## src/rtl/mem_bus_iface_if.sv

```systemverilog
// Request, status and memory-side signals of mem_bus_iface; slave = the bus engine, master = CPU/memory side.
interface mem_bus_iface_if #(
   parameter int DATA_W = 32,
   parameter int ADDR_W = 32
);
   logic                  req;
   logic                  req_we;
   logic [1:0]            req_size;
   logic                  req_signed;
   logic [ADDR_W-1:0]     req_addr;
   logic [DATA_W-1:0]     req_wdata;
   logic                  busy;
   logic                  done;
   logic                  err;
   logic [DATA_W-1:0]     rdata;
   logic                  cs;
   logic                  we;
   logic                  oe;
   logic [ADDR_W-1:0]     address;
   logic [DATA_W/8-1:0]   byte_en;
   logic [DATA_W-1:0]     ram_data_in;
   logic [DATA_W-1:0]     ram_data_out;
   logic                  ram_ready;

   modport slave (
      input  req, req_we, req_size, req_signed, req_addr, req_wdata,
      input  ram_data_out, ram_ready,
      output busy, done, err, rdata,
      output cs, we, oe, address, byte_en, ram_data_in
   );

   modport master (
      output req, req_we, req_size, req_signed, req_addr, req_wdata,
      output ram_data_out, ram_ready,
      input  busy, done, err, rdata,
      input  cs, we, oe, address, byte_en, ram_data_in
   );
endinterface

```

## src/rtl/mem_bus_iface.sv

```systemverilog
// One load/store at a time: req -> done in 3 cycles minimum plus wait states; req ignored while busy, ram_ready waits up to TIMEOUT.
// ARM_UNALIGNED_ROTATE_EN: misaligned 32-bit word loads read the aligned word and rotate instead of faulting.
module mem_bus_iface #(
   parameter int DATA_W  = 32,
   parameter int ADDR_W  = 32,
   parameter int TIMEOUT = 15
) (
   input  logic           clk,
   input  logic           rst,
   mem_bus_iface_if.slave bus
);
   localparam int LANES = DATA_W / 8;
   localparam int LB    = $clog2(LANES);
   localparam int SH_W  = LB + 3;
   localparam int CNT_W = (TIMEOUT > 0) ? $clog2(TIMEOUT + 1) : 1;
   localparam logic [CNT_W-1:0]  CNT_MAX    = CNT_W'(TIMEOUT);
   localparam logic [ADDR_W-1:0] ALIGN_MASK = ~ADDR_W'(LANES - 1);

   typedef enum logic [2:0] {S_IDLE, S_CHECK, S_WAIT, S_DONE, S_FAULT} state_t;

   state_t              r_state;
   logic                r_req_we;
   logic                r_signed;
   logic [1:0]          r_size;
   logic [ADDR_W-1:0]   r_addr;
   logic [DATA_W-1:0]   r_wdata;
   logic [CNT_W-1:0]    r_cnt;
   logic                r_busy;
   logic                r_done;
   logic                r_err;
   logic                r_cs;
   logic                r_we;
   logic                r_oe;
   logic [ADDR_W-1:0]   r_address;
   logic [LANES-1:0]    r_byte_en;
   logic [DATA_W-1:0]   r_ram_data_in;
   logic [DATA_W-1:0]   r_rdata;

   logic [LB-1:0]       w_off;
   logic [SH_W-1:0]     w_shamt;
   logic                w_misaligned;
   logic                w_size_ok;
   logic                w_rotate;
   logic                w_fault;
   logic [LANES-1:0]    w_byte_en;
   logic [DATA_W-1:0]   w_rd_src;
   logic [DATA_W-1:0]   w_mask;
   logic                w_sbit;
   logic [DATA_W-1:0]   w_load;

   assign w_off     = r_addr[LB-1:0];
   assign w_shamt   = {w_off, 3'b000};
   assign w_size_ok = (r_size != 2'b11) || (DATA_W == 64);

`ifdef ARM_UNALIGNED_ROTATE_EN
   // ARMv4 LDR: fetch the aligned word, rotate the addressed byte down to lane 0
   assign w_rotate = (DATA_W == 32) && (r_size == 2'b10) && !r_req_we;
   assign w_rd_src = w_rotate
                   ? ((bus.ram_data_out >> w_shamt) | (bus.ram_data_out << (DATA_W - int'(w_shamt))))
                   : (bus.ram_data_out >> w_shamt);
`else
   assign w_rotate = 1'b0;
   assign w_rd_src = bus.ram_data_out >> w_shamt;
`endif

   always_comb begin
      case (r_size)
         2'b00:   w_misaligned = 1'b0;
         2'b01:   w_misaligned = w_off[0];
         2'b10:   w_misaligned = |w_off[1:0];
         default: w_misaligned = |w_off;
      endcase
   end

   assign w_fault = !w_size_ok || (w_misaligned && !w_rotate);

   always_comb begin
      w_byte_en = '1;
      w_mask    = '1;
      w_sbit    = 1'b0;
      case (r_size)
         2'b00: begin
            w_byte_en = LANES'(1) << w_off;
            w_mask    = DATA_W'(8'hFF);
            w_sbit    = w_rd_src[7];
         end
         2'b01: begin
            w_byte_en = LANES'(3) << w_off;
            w_mask    = DATA_W'(16'hFFFF);
            w_sbit    = w_rd_src[15];
         end
         2'b10: begin
            w_byte_en = w_rotate ? '1 : (LANES'(15) << w_off);
            w_mask    = DATA_W'(32'hFFFF_FFFF);
            w_sbit    = w_rd_src[31];
         end
         default: w_byte_en = '1;
      endcase
   end

   assign w_load = (w_rd_src & w_mask) | ((r_signed && w_sbit) ? ~w_mask : '0);

   always_ff @(posedge clk) begin
      if (rst) begin
         r_state       <= S_IDLE;
         r_req_we      <= 1'b0;
         r_signed      <= 1'b0;
         r_size        <= 2'b00;
         r_addr        <= '0;
         r_wdata       <= '0;
         r_cnt         <= '0;
         r_busy        <= 1'b0;
         r_done        <= 1'b0;
         r_err         <= 1'b0;
         r_cs          <= 1'b0;
         r_we          <= 1'b0;
         r_oe          <= 1'b0;
         r_address     <= '0;
         r_byte_en     <= '0;
         r_ram_data_in <= '0;
         r_rdata       <= '0;
      end else begin
         r_done <= 1'b0;
         r_err  <= 1'b0;
         case (r_state)
            S_IDLE: begin
               if (bus.req) begin
                  r_req_we <= bus.req_we;
                  r_signed <= bus.req_signed;
                  r_size   <= bus.req_size;
                  r_addr   <= bus.req_addr;
                  r_wdata  <= bus.req_wdata;
                  r_busy   <= 1'b1;
                  r_state  <= S_CHECK;
               end
            end
            S_CHECK: begin
               if (w_fault) begin
                  r_err   <= 1'b1;
                  r_state <= S_FAULT;
               end else begin
                  r_cs          <= 1'b1;
                  r_we          <= r_req_we;
                  r_oe          <= !r_req_we;
                  r_address     <= r_addr & ALIGN_MASK;
                  r_byte_en     <= w_byte_en;
                  r_ram_data_in <= r_wdata << w_shamt;
                  r_cnt         <= '0;
                  r_state       <= S_WAIT;
               end
            end
            S_WAIT: begin
               // ready wins over a timeout landing on the same edge
               if (bus.ram_ready) begin
                  r_cs    <= 1'b0;
                  r_we    <= 1'b0;
                  r_oe    <= 1'b0;
                  r_done  <= 1'b1;
                  r_state <= S_DONE;
                  if (!r_req_we) r_rdata <= w_load;
               end else if ((TIMEOUT != 0) && (r_cnt == CNT_MAX)) begin
                  r_cs    <= 1'b0;
                  r_we    <= 1'b0;
                  r_oe    <= 1'b0;
                  r_err   <= 1'b1;
                  r_state <= S_FAULT;
               end else if (r_cnt != CNT_MAX) begin
                  r_cnt <= r_cnt + 1'b1;
               end
            end
            default: begin
               r_busy  <= 1'b0;
               r_state <= S_IDLE;
            end
         endcase
      end
   end

   assign bus.busy        = r_busy;
   assign bus.done        = r_done;
   assign bus.err         = r_err;
   assign bus.rdata       = r_rdata;
   assign bus.cs          = r_cs;
   assign bus.we          = r_we;
   assign bus.oe          = r_oe;
   assign bus.address     = r_address;
   assign bus.byte_en     = r_byte_en;
   assign bus.ram_data_in = r_ram_data_in;
endmodule
```

## src/flat_wrapper.sv

```systemverilog
// flat-port wrapper written by rule: the top's interface ports become plain ports
module mem_bus_iface_flat 
#(
   parameter int DATA_W  = 32,
   parameter int ADDR_W  = 32,
   parameter int TIMEOUT = 15
)
  (clk, rst, bus_req, bus_req_we, bus_req_size, bus_req_signed, bus_req_addr, bus_req_wdata, bus_ram_data_out, bus_ram_ready, bus_busy, bus_done, bus_err, bus_rdata, bus_cs, bus_we, bus_oe, bus_address, bus_byte_en, bus_ram_data_in);
  mem_bus_iface_if #(.DATA_W(DATA_W), .ADDR_W(ADDR_W)) bus_i ();
  input  logic clk;
  input  logic rst;
  input wire logic [$bits(bus_i.req)-1:0] bus_req;
  input wire logic [$bits(bus_i.req_we)-1:0] bus_req_we;
  input wire logic [$bits(bus_i.req_size)-1:0] bus_req_size;
  input wire logic [$bits(bus_i.req_signed)-1:0] bus_req_signed;
  input wire logic [$bits(bus_i.req_addr)-1:0] bus_req_addr;
  input wire logic [$bits(bus_i.req_wdata)-1:0] bus_req_wdata;
  input wire logic [$bits(bus_i.ram_data_out)-1:0] bus_ram_data_out;
  input wire logic [$bits(bus_i.ram_ready)-1:0] bus_ram_ready;
  output wire logic [$bits(bus_i.busy)-1:0] bus_busy;
  output wire logic [$bits(bus_i.done)-1:0] bus_done;
  output wire logic [$bits(bus_i.err)-1:0] bus_err;
  output wire logic [$bits(bus_i.rdata)-1:0] bus_rdata;
  output wire logic [$bits(bus_i.cs)-1:0] bus_cs;
  output wire logic [$bits(bus_i.we)-1:0] bus_we;
  output wire logic [$bits(bus_i.oe)-1:0] bus_oe;
  output wire logic [$bits(bus_i.address)-1:0] bus_address;
  output wire logic [$bits(bus_i.byte_en)-1:0] bus_byte_en;
  output wire logic [$bits(bus_i.ram_data_in)-1:0] bus_ram_data_in;
  assign bus_i.req = bus_req;
  assign bus_i.req_we = bus_req_we;
  assign bus_i.req_size = bus_req_size;
  assign bus_i.req_signed = bus_req_signed;
  assign bus_i.req_addr = bus_req_addr;
  assign bus_i.req_wdata = bus_req_wdata;
  assign bus_i.ram_data_out = bus_ram_data_out;
  assign bus_i.ram_ready = bus_ram_ready;
  assign bus_busy = bus_i.busy;
  assign bus_done = bus_i.done;
  assign bus_err = bus_i.err;
  assign bus_rdata = bus_i.rdata;
  assign bus_cs = bus_i.cs;
  assign bus_we = bus_i.we;
  assign bus_oe = bus_i.oe;
  assign bus_address = bus_i.address;
  assign bus_byte_en = bus_i.byte_en;
  assign bus_ram_data_in = bus_i.ram_data_in;
  mem_bus_iface #(.DATA_W(DATA_W), .ADDR_W(ADDR_W), .TIMEOUT(TIMEOUT)) u_core (.clk(clk), .rst(rst), .bus(bus_i));
endmodule
```

## config.mk

```make
export PLATFORM = sky130hd
export DESIGN_NAME = mem_bus_iface_flat
export DESIGN_NICKNAME = d
export VERILOG_FILES = /design/src/rtl/mem_bus_iface_if.sv /design/src/rtl/mem_bus_iface.sv /design/src/flat_wrapper.sv
export SDC_FILE = /design/constraint.sdc
export NUM_CORES = 1
export LEC_CHECK = 0
export ABC_AREA = 1
export BUFFER_PORTS_ARGS = -buffer_cell sky130_fd_sc_hd__buf_2
export CAP_MARGIN = 5
export CORE_ASPECT_RATIO = 0.5
export CORE_MARGIN = 1
export CORE_UTILIZATION = 25
export DETAILED_ROUTE_END_ITERATION = 7
export GPL_ROUTABILITY_DRIVEN = 0
export HOLD_SLACK_MARGIN = 0.06
export SKIP_LAST_GASP = 1
export SYNTH_ARGS = -nofsm -noshare
export SYNTH_HDL_FRONTEND = slang
export SYNTH_SLANG_ARGS = --single-unit
```

## constraint.sdc

```tcl
create_clock -name clk -period 1.7 [get_ports clk]
set_input_delay 0.255 -clock clk [delete_from_list [all_inputs] [get_ports clk]]
set_output_delay 0.255 -clock clk [all_outputs]
set_load 0.02 [all_outputs]
```

# [Word-level counts from Yosys, hierarchy flattened]
# Cells that the tools add are included.
[word_totals] reg_bits=179 in_bits=104 output_inout_bits=106 elab_cells=90
[classes] add_sub_neg=1 eq_ne=13 shifts=5 n_mux=30 bitwise=7 reduce_logical=17
[op_table] operator="$pmux W32 S2" n=1
[op_table] operator="$and A32 B32 Y32" n=1
[op_table] operator="$mux W32" n=1
[op_table] operator="$not A32 Y32" n=1
[op_table] operator="$or A32 B32 Y32" n=1
[op_table] operator="$shl A32 B5 Y32" n=1
[op_table] operator="$shr A32 B5 Y32" n=1
[op_table] operator="$mux W4" n=4
[op_table] operator="$mux W3" n=4
[op_table] operator="$pmux W1 S2" n=6
[op_table] operator="$pmux W4 S3" n=1
[op_table] operator="$mux W1" n=10
[op_table] operator="$ne A2 B2 Y1 const B" n=5
[op_table] operator="$pmux W3 S3" n=1
[op_table] operator="$pmux W4 S2" n=1
[op_table] operator="$reduce_and A2 Y1" n=4
[op_table] operator="$reduce_and A3 Y1" n=2
[op_table] operator="$reduce_or A2 Y1" n=3
[op_table] operator="$reduce_and A5 Y1" n=1
[op_table] operator="$add A4 B1 Y4 const B" n=1
[op_table] operator="$eq A4 B4 Y1 const B" n=1
[op_table] operator="$ne A4 B4 Y1 const B" n=1
[op_table] operator="$not A1 Y1" n=4
[op_table] operator="$shl A1 B2 Y4 const A" n=1
[op_table] operator="other kinds (15)" n=16

# [Depth between registers and ports, before layout]
[logic_depth] word_depth=5 depth_mapped=12 ltp_nobuf=11

# [Worst setup path before layout]
# Ideal clock, no wire load.
[synth_path] path_kind="flip-flop to flip-flop" startpoint="register u_core.r_size[0]" endpoint="register u_core.r_ram_data_in[16], in the netlist u_core.bus.ram_data_in[16]" setup_time_ns=0.116 t_arrival_ns=1.529 required_time_ns=1.584 slack_ns=0.055 stages_incl_launch_ff=12 path_buffers=1 period_less_slack_ns=1.645 path_cell_list="dfxtp_1 -> inv_1 -> ha_1 -> nor2_4 -> nand2_1 -> nand2_2 -> inv_4 -> nand2_8 -> inv_6 -> buf_4 -> o21ai_0 -> nor2_1"
[synth_via] elab_chain_cells=5 word_cells_on_any_way=8 classes_between="eq/ne (2); mux (1); bitwise (1); reduce/logical (4)"
[synth_lines] item="from (decl)" line="mem_bus_iface.sv:24" source="logic [1:0] r_size;"
[synth_lines] item="from (signal assigned)" line="mem_bus_iface.sv:130" source="r_size <= bus.req_size;"
[synth_lines] item="$eq A2 B1 Y1, or another cell as far along" line="mem_bus_iface.sv:67" source="case (r_size)"
[synth_lines] item="$pmux W1 S2 or $logic_not A1 Y1 (tied branches)" line="mem_bus_iface.sv:67, mem_bus_iface.sv:75"
[synth_lines] item="$logic_or A1 B1 Y1 *" line="mem_bus_iface.sv:75" source="assign w_fault = !w_size_ok || (w_misaligned && !w_rotate);"
[synth_lines] item="$not A1 Y1 (no source line) *"
[synth_lines] item="$reduce_and A2 Y1 (no source line) *"
[synth_lines] item="to (signal assigned)" line="mem_bus_iface.sv:147" source="r_ram_data_in <= r_wdata << w_shamt;"
[synth_lines] item="to (decl)" line="mem_bus_iface.sv:36" source="logic [DATA_W-1:0] r_ram_data_in;"
# Every way passes the cells marked *; elsewhere a longest branch is shown, timed or not.
# A chain may end at the register's enable or synchronous reset.

# [Worst setup path after layout]
[layout_path] startpoint="register u_core.r_size[1]" endpoint="register u_core.r_byte_en[3], in the netlist u_core.bus.byte_en[3]"
[layout_via] elab_chain_cells=5 word_cells_on_any_way=10 classes_between="eq/ne (3); mux (2); bitwise (1); reduce/logical (4)"
[layout_lines] item="$eq A2 B1 Y1, or another cell as far along" line="mem_bus_iface.sv:67, mem_bus_iface.sv:81"
[layout_lines] item="$pmux W1 S2 or $logic_not A1 Y1 (tied branches)" line="mem_bus_iface.sv:67, mem_bus_iface.sv:75"
[layout_lines] item="$logic_or A1 B1 Y1" line="mem_bus_iface.sv:75"
[layout_lines] item="$not A1 Y1 (no source line)"
[layout_lines] item="$reduce_and A2 Y1 (no source line)"
[layout_lines] item="to (signal assigned)" line="mem_bus_iface.sv:146" source="r_byte_en <= w_byte_en;"
[layout_lines] item="to (decl)" line="mem_bus_iface.sv:35" source="logic [LANES-1:0] r_byte_en;"
# Several ways; a longest one is shown, not always the timed one.

==> flow_metrics.py <==
metrics = {
    "global_routing": {
        "grt_pass1_wl_um": 38800,
        "overflow": 0,
        "grt_usage": 0.159,
        "grt_pass1_vias": 6901,
        "antenna_found_initial": 2,
        "grt_max_degree": 60,
    },
    "logic_synthesis": {
        "syn-instance-count": 1036,
        "synth_area_per_cell_um2": 7.34,
        "ys_ff_latch": 179,
        "syn_area_um2": 7610,
        "synthDistinctLibCells": 32,
        "yosysSeqAreaShare": 0.471,
        "ys_warn_count": 0,
    },
    "setup_path": {
        "crit_family": "buffers and inverters",
        "crit_path_end_kind": "register",
        "slowest_delay_ps": 330,
        "cp-start-kind": "register",
        "cpMostUsedCell": "nor2_1",
        "slowest_stage": "dfxtp_2",
        "required_ps": 2040,
        "path_cells": "buf_4 > ha_2 > a21oi_2 > nand2_4 > inv_4 > nand2_8 > buf_6 > clkbuf_16 > nor2_1 > nor2_1",
        "cp.arrival_ps": 2020,
        "cp_num_buf_inv": 4,
        "cp_max_fo": 7,
        "crit_type": "register to register",
    },
    "placement": {
        "port_buffers": 207,
        "place_inst": 1589,
        "dp_hpwl_um": 17800,
    },
    "floorplanning": {
        "boundaryPins": 210,
        "core_area_um2": 29500,
        "rows": 44,
        "die_h_um": 125,
        "start_util": 0.258,
        "die_area_um2": 31200,
        "die-width_um": 249,
    },
    "timing": {
        "fin_crit_sh": 0.991,
        "relSlewSlack": 0.646,
        "slew_violations": 0,
        "setup_tns_ps": 0,
        "setup_viol_count_final": 0,
        "rsz0062_at_grt": "true",
        "fmax_mhz": 593,
        "whs_ps": 76.2,
        "fin_crit_ps": 1690,
        "timing.final.hold_violations": 0,
        "skew_ps": 14.3,
        "worst_slew_pin_slew_ps": 530,
    },
    "detailed_routing": {
        "drcViolationCount": 0,
        "drt-initial-drc-count": 470,
        "via_per_inst": 4.60,
        "ant_nets": 0,
        "routed_wl_um": 26100,
        "wl_per_cell_um": 15.8,
        "drtPass1Iterations": 5,
        "vias": 7603,
    },
    "final_layout": {
        "area_delta_synth_final_pct": 34.5,
        "stdcell_count": 1652,
        "layout.nets": 1356,
        "final_cell_mix": "243 x nand2_1, 206 x buf_2, 178 x a21oi_1, 176 x dfxtp_1, 85 x o21ai_0",
        "n_fill_cell": 3145,
        "drive_above_1_share": 0.262,
        "final_util": 0.348,
        "final_common_cell": "nand2_1",
    },
    "flow_run": {
        "cap_violations": 0,
    },
    "power": {
        "p_leak_uw": 0.00444,
        "vdd_drop_max_uv": 770,
        "powerDensity_nw_per_um2": 1520,
    },
    "run_status": {
        "status": "finished clean",
    },
    "clock_network": {
        "ctsRootBufferMaster": "clkbuf_16",
        "cts_buffers": 17,
        "cts_tree": "yes",
        "clk_latency_ps": 450,
        "clock_sinks": 179,
        "h-tree-depth": 4,
        "clk_pin_slew_ps": 90,
        "clk_path_buf_depth": 2,
    },
    "hold_path": {
        "hold_path.class": "input pin to register",
    },
}
-- layer usage --
| metal | share of wire | vias to the layer above | global-route usage |
|---|---|---|---|
| met5 | 0 | - | 0 |
| met4 | 0.014 | 0 | 0.0548 |
| li1 | - | 3879 | - |
| met1 | 0.46 | 3521 | 0.203 |
| met3 | 0.039 | 23 | 0.0373 |
| met2 | 0.49 | 180 | 0.265 |
-- worst register-to-register path: stages, from the launching register on --
cell and delay, ps:
dfxtp_2 330, buf_4 140, ha_2 170, a21oi_2 150, nand2_4 90, inv_4 80
nand2_8 120, buf_6 160, clkbuf_16 160, nor2_1 130, nor2_1 60
-- flip-flops by register name, indices dropped and copies added (netlist names), 2 cells and up --
signal and cells:
u_core.bus.ram_data_in 32, u_core.bus.rdata 32, u_core.r_addr 32, u_core.r_wdata 32, u_core.bus.address 30, u_core.bus.byte_en 4, u_core.r_cnt 4, u_core.r_state 3
u_core.r_size 2
-- per-stage QoR --
stage	setup slack, ps	area (um^2)	total power (uW)
2_1_floorplan	55.2	7610	8990
3_3_place_gp	41.8	9160	10900
3_5_place_dp	22.1	9160	10900
4_1_cts	13.4	9920	15000
5_1_grt	-53.5	10200	16500
6_report	14.6	10200	15500
-- timing repair --
item,in CTS,in global routing
setup endpoints to repair,0,86
hold endpoints to repair,16,1
setup buffers,0,4
hold buffers,16,1
resized for setup,0,43
-- path summary, 6_finish.rpt --
check,slack [ps],startpoint,end,cells past startpoint
worst max-delay path,10,u_core.r_size[1]$_SDFFE_PP0P_,u_core.bus.byte_en[3]$_SDFFE_PP0P_,10
worst min-delay path,80,bus_req_wdata[16],u_core.r_wdata[16]$_SDFFE_PP0P_,3
worst max register to register,10,u_core.r_size[1]$_SDFFE_PP0P_,u_core.bus.byte_en[3]$_SDFFE_PP0P_,10
worst min register to register,450,u_core.r_addr[31]$_SDFFE_PP0P_,u_core.bus.address[31]$_SDFFE_PP0P_,2
-- cells by family (layout without fill, tap and decap cells) --
family,Yosys count,in the layout,share of synthesized area
and+or+nand+nor,394,394,0.213
AOI/OAI and AO/OA,320,320,0.222
DFF,179,179,0.471
buffers and inverters,132,354,0.0794
adders and majority gates,6,6,0.00987
muxes,3,3,0.00395
other,1,4,0.000493
xor gates and xnor gates,1,1,0.00115
-- Yosys cell counts --
library cell / number / share of area
nand2_1: 247 / 0.12
a21oi_1: 180 / 0.12
dfxtp_1: 179 / 0.47
o21ai_0: 94 / 0.062
nand3_1: 75 / 0.049
nor2_1: 64 / 0.032
inv_1: 42 / 0.021
clkbuf_1: 37 / 0.018
buf_2: 33 / 0.022
o211ai_1: 18 / 0.018
o21ai_1: 14 / 0.0092
buf_4: 7 / 0.0069
o21ai_2: 7 / 0.0081
ha_1: 6 / 0.0099
a31oi_1: 5 / 0.0041
buf_6: 4 / 0.0059
buf_1: 3 / 0.0015
mux2i_1: 3 / 0.0039
inv_2: 2 / 0.00099
inv_4: 2 / 0.0016
nand3_2: 2 / 0.0026
nand4_1: 2 / 0.0016
a211oi_1: 1 / 0.00099
clkbuf_2: 1 / 0.00066
conb_1: 1 / 0.00049
inv_6: 1 / 0.0012
nand2_2: 1 / 0.00082
nand2_8: 1 / 0.0026
nor2_4: 1 / 0.0015
nor3_1: 1 / 0.00066
o41ai_1: 1 / 0.0012
xor2_1: 1 / 0.0012
-- where the power goes --
part | internal (uW) | switching (uW) | leakage [uW]
Combinational | 2240 | 3780 | 0.00268
Sequential | 4970 | 476 | 0.00146
Clock | 2000 | 2040 | 0.000293
-- cell type report --
class,instances,area [um^2],share of cell area
timing repair inverter,1,11.3,0.00110
timing repair buffer,274,1840,0.180
multi-input combinational,726,3500,0.342
tap,391,489,0.0478
antenna,2,5.00,0.000489
sequential,179,3590,0.351
clock inverter,15,171,0.0167
inverter,47,198,0.0193
clock buffer,17,425,0.0416
Note: power is estimated with default switching activity, not from simulation.
